## src/rtl/psum_accumulator.sv

```systemverilog
// rtl/psum_accumulator.sv - multi-lane saturating partial-sum accumulator with valid/ready result
module psum_accumulator #(
  parameter int LANES = 16,
  parameter int LEN_W = 12
) (
  input  logic                  clk,
  input  logic                  rst_n,
  input  logic                  start_i,
  input  logic [LEN_W-1:0]      acc_len_i,
  input  logic                  prod_valid_i,
  input  logic [32*LANES-1:0]   prod_i,
  output logic                  sum_valid_o,
  input  logic                  sum_ready_i,
  output logic [32*LANES-1:0]   sum_o,
  output logic                  busy_o,
  output logic [LANES-1:0]      ovf_o,
  output logic                  drop_o
);

  typedef enum logic [1:0] {
    IDLE = 2'd0,
    ACC  = 2'd1,
    OUT  = 2'd2
  } state_t;

  localparam logic [LEN_W-1:0] LEN_ONE = {{(LEN_W-1){1'b0}}, 1'b1};

  state_t              state_q;
  logic [LEN_W-1:0]    len_q;
  logic [LEN_W-1:0]    cnt_q;
  logic [32*LANES-1:0] acc_q;
  logic [32*LANES-1:0] acc_d;
  logic [LANES-1:0]    ovf_q;
  logic [LANES-1:0]    clamp_d;
  logic                drop_q;
  logic                sum_valid_q;
  logic                busy_q;
  logic                last_beat;
  logic [32:0]         lane_sum;

  // The beat that brings the count up to the latched length closes the pass.
  assign last_beat = (cnt_q == (len_q - LEN_ONE));

  // Per-lane 33-bit signed add of the held sum and the incoming product, clamped to 32 bits.
  always_comb begin
    acc_d    = acc_q;
    clamp_d  = '0;
    lane_sum = '0;
    for (int k = 0; k < LANES; k++) begin
      lane_sum = {acc_q[32*k+31], acc_q[32*k +: 32]} + {prod_i[32*k+31], prod_i[32*k +: 32]};
      if (lane_sum[32] != lane_sum[31]) begin
        // Sign bit disagrees with bit 31: the true result left the 32-bit range.
        clamp_d[k]       = 1'b1;
        acc_d[32*k +: 32] = lane_sum[32] ? 32'h8000_0000 : 32'h7FFF_FFFF;
      end else begin
        acc_d[32*k +: 32] = lane_sum[31:0];
      end
    end
  end

  // Pass control: IDLE waits for a non-zero start, ACC sums beats, OUT holds the result until taken.
  always_ff @(posedge clk or negedge rst_n) begin
    if (!rst_n) begin
      state_q     <= IDLE;
      len_q       <= '0;
      cnt_q       <= '0;
      acc_q       <= '0;
      ovf_q       <= '0;
      drop_q      <= 1'b0;
      sum_valid_q <= 1'b0;
      busy_q      <= 1'b0;
    end else begin
      case (state_q)
        IDLE: begin
          if (prod_valid_i) begin
            drop_q <= 1'b1;
          end
          // A start in the same cycle as a stray beat wins: the new pass begins with clean flags.
          if (start_i && (acc_len_i != '0)) begin
            len_q   <= acc_len_i;
            cnt_q   <= '0;
            acc_q   <= '0;
            ovf_q   <= '0;
            drop_q  <= 1'b0;
            busy_q  <= 1'b1;
            state_q <= ACC;
          end
        end
        ACC: begin
          if (prod_valid_i) begin
            acc_q <= acc_d;
            ovf_q <= ovf_q | clamp_d;
            cnt_q <= cnt_q + LEN_ONE;
            if (last_beat) begin
              sum_valid_q <= 1'b1;
              state_q     <= OUT;
            end
          end
        end
        OUT: begin
          if (prod_valid_i) begin
            drop_q <= 1'b1;
          end
          if (sum_ready_i) begin
            sum_valid_q <= 1'b0;
            busy_q      <= 1'b0;
            state_q     <= IDLE;
          end
        end
        default: begin
          sum_valid_q <= 1'b0;
          busy_q      <= 1'b0;
          state_q     <= IDLE;
        end
      endcase
    end
  end

  assign sum_valid_o = sum_valid_q;
  assign sum_o       = acc_q;
  assign busy_o      = busy_q;
  assign ovf_o       = ovf_q;
  assign drop_o      = drop_q;

endmodule

```

## config.mk

```make
export PLATFORM = sky130hd
export DESIGN_NAME = psum_accumulator
export DESIGN_NICKNAME = d
export VERILOG_FILES = /design/src/rtl/psum_accumulator.sv
export SDC_FILE = /design/constraint.sdc
export NUM_CORES = 2
export LEC_CHECK = 0
export BUFFER_PORTS_ARGS = -buffer_cell sky130_fd_sc_hd__buf_2
export CAP_MARGIN = 30
export CORE_AREA = 4 4 409 411
export DETAILED_ROUTE_END_ITERATION = 7
export DIE_AREA = 0 0 413 415
export PLACE_DENSITY_LB_ADDON = 0.12
export SYNTH_ARGS = -nofsm -noshare
export SYNTH_HDL_FRONTEND = slang
export SYNTH_SLANG_ARGS = --single-unit
```

## constraint.sdc

```tcl
create_clock -name clk -period 8.8 [get_ports clk]
set_input_delay 1.32 -clock clk [delete_from_list [all_inputs] [get_ports clk]]
set_output_delay 1.32 -clock clk [all_outputs]
set_load 0.02 [all_outputs]
```

==> run metrics <==
status=completed; worst reg2reg setup slack=about 3400 ps; CTS H-tree depth=3; CTS Hold Bufs=0; CP Capture Type=register; Clock Skews=35.6 ps; TritonCTS clock tree=yes; Worst-path clk slew=~60 ps; Gate Count Post-Synth=between 5000 and 6000; Routed WL per cell=~22 µm; dpl hpwl=~160 mm; Core Util, Final=a little over a third; vias in the first global route=45152; RSZ-0062 raised after global routing=false; die area=0.171 mm²; first drt pass iteration count=5; Tmin final=5690 ps; yosys warns=0; GPL Wtd Cong=approximately 0.9; Post-DRT Antenna Nets=0; fin crit share=between 60% and 70%; share of cells above drive strength 1=between 20% and 30%; most numerous cell in the Yosys netlist=nand2_1; Clock Sinks=557; initial antenna violation count=97; R2R Path End=sum_o[312]; Startpoint Class=input port; Bufs on Longest Clock Path=3; register area=0.0139 mm²; worst relative slew slack=about a third; fill count=17564; DRT Wirelength=approximately 200 mm; post-synth top area share=29.7%; Seq/Total Area, Yosys=a little under 30%; critical path data arrival time=approximately 6200 ps; largest net degree at the start of global routing=about 130; clk_lat worst skew=roughly 670 ps; Nets=between 7000 and 8000; CP max stage cell=ha_1; post-DR vias/cell=roughly 5.2; IO Count=1060; multi-input logic area=around 0.032 mm²; Post-synth EDFFs=0; Total GRT Usage=22.1%; Max FO, Critical Path=28; count of final setup violators=0; Synth area leaders=dfrtp_1, ha_1, nand2_1; synthesized area=around 0.047 mm²; first-iteration detailed-routing DRC count=around 2600; cell area power density=509 mW/mm²; Fin. Hold Viols=0; Sequential Power Share=between 10% and 20%; minimum hold slack=between 400 and 500 ps; leak pwr=approximately 0.028 µW; Core Area=between 0.15 and 0.2 mm²; PostCTS Resize Cnt=0; syn_area_per_cell=a little over 8 µm²; area grow syn2layout=22.6%; CTS root buf=clkbuf_16; switching part of the total=a little over half; drc violations=0; Reg2Reg Depth=14; critical setup path kind=input port to register; total power=slightly below 30000 µW; total gr overflow=0; FFs w/ async S/R, synth=between 90% and 100%; reg2reg start=sum_o[289]; Syn Nets=just under 7000; DIE WIDTH=about 410 µm; clock power share=between 10% and 20%; Cell variety after synth=roughly 110; post-CTS setup buffers=0; Min-Delay Path Class=register to register; Total Neg Setup Slack=0 ps; Int Pwr=between 10000 and 15000 µW; max-cap viol count=0; worst hold start=ovf_o[6]; CTS Buf Count=between 80 and 90; cell row count=~150; top_reg_cell synth=dfrtp_1; Die Height=415 µm; first-pass GRT wire length=around 300 mm; worst slew pin tran=approximately 1000 ps; fmax=~0.18 GHz; register bit total from synthesis=~560; cell-by-cell trace of the critical path=buf_2 -> ha_1 -> a211oi_1 -> o21ai_1 -> o21ai_1 -> o221ai_1 -> a21o_1 -> a221o_1 -> a21o_1 -> a31oi_1 -> o21ai_1 -> xnor2_1 -> ha_1 -> a21o_1 -> o21ai_0; switching power=between 15000 and 20000 µW; worst hold endpoint=ovf_o[6]; maximum vdd ir drop=about 0.31 mV; Critical Path RT=9290 ps; WHS Path Cells=1; initial core utilization=28.6%; count of pins over their slew limit=0; DR vias=approximately 46000; crit-path max cell delay=960 ps; Comb power frac=70.1%; synth cell count leaders=nand2_1, dfrtp_1, nor2_1; port bufs=between 1000 and 1500; Synth area leader=dfrtp_1
worst max-delay path by stage:
| stage | cells after the start | to | startpoint |
|---|---|---|---|
| after detailed placement | 15 | sum_o[289] | prod_i[289] |
| after global placement | 15 | sum_o[288] | prod_i[289] |
| final | 15 | sum_o[312] | prod_i[289] |
| after global routing | 15 | sum_o[303] | prod_i[289] |
| after CTS | 15 | sum_o[312] | prod_i[289] |
| after floorplan | 17 | sum_o[162] | prod_i[160] |
logic make-up (layout without fill, tap and decap cells):
logic type      count (synthesis)  count (layout)  synth area share (%)
simple gates                 1777            1777                  16.6
fa+ha+maj                     560             560                  15.2
xor+xnor                      467             467                  8.73
compound gates               1956            1956                  27.0
buf+inv                       317            1365                  2.69
mux                             2               2                0.0481
flops                         557             557                  29.7
other cells                     0              51                     0
routing by layer:
metal  GRT usage, %  vias up  share of wire, %
li1               -    22512                 -
met1           28.0    22012                43
met2           36.8     1222                47
met3           5.86      305               7.5
met4           6.73       46               3.0
met5              0        -              0.14
through the flow:
stage	setup WS [ps]	cells	instance area, µm²
global route	2740	8893	57400
floorplan	3760	5636	46900
CTS	3180	8872	57300
global placement	2450	8715	54400
finish	3110	8924	57500
detailed placement	2420	8721	54600
worst max-delay path, delay by kind of cell:
| kind | cells | cell delay [ps] |
|---|---|---|
| adder cells (fa/ha/maj) | 2 | 1260 |
| XOR/XNOR | 1 | 150 |
| AO/OA/AOI/OAI | 11 | 3300 |
| buffers and inverters | 1 | 120 |
cell type report:
cell class                      instances  share of cell area (%)
Inverter                              111                   0.725
Clock buffer                          119                    4.11
Multi-Input combinational cell       4762                    55.2
Sequential cell                       557                    24.3
Clock inverter                         32                   0.573
Antenna cell                           51                   0.222
Tap cell                             2189                    4.77
Timing Repair Buffer                 1103                    10.1
sequential cells by signal, summed over array words and instances (netlist names):
signal and flops:
len_q 12, sum_o 512, state_q 2, cnt_q 12, ovf_o 16, drop_o 1
busy_o 1, sum_valid_o 1
placed cells by master (no fill, tap or decap), types with 45 or more instances in the layout:
cell type  netlist  layout
a211oi_1        62      62
a21o_1         257     256
a21oi_1        463     462
a221o_1         71      71
a22oi_1         47      47
a31oi_1         50      50
and3_1          45      45
buf_2            7    1058
clkbuf_16        0      83
dfrtp_1        557     557
diode_2          0      51
ha_1           544     544
inv_1          111     111
nand2_1        748     748
nand2b_1        50      49
nand3_1         89      89
nor2_1         553     549
nor2b_1         56      56
nor3_1          67      67
o21a_1          65      65
o21ai_0        527     527
o21ai_1         67      67
o21bai_1        58      58
xnor2_1        289     289
xor2_1         178     178
power groups by stage:
stage               Combinational [µW]  Sequential, µW  Clock [µW]
global route                     22800            5540        3620
detailed placement               20500            5400           0
floorplan                        13200            6540           0
global placement                 20300            5360           0
CTS                              20600            5370        3520
finish                           20500            5360        3390
Note: power is estimated with default switching activity, not from simulation.
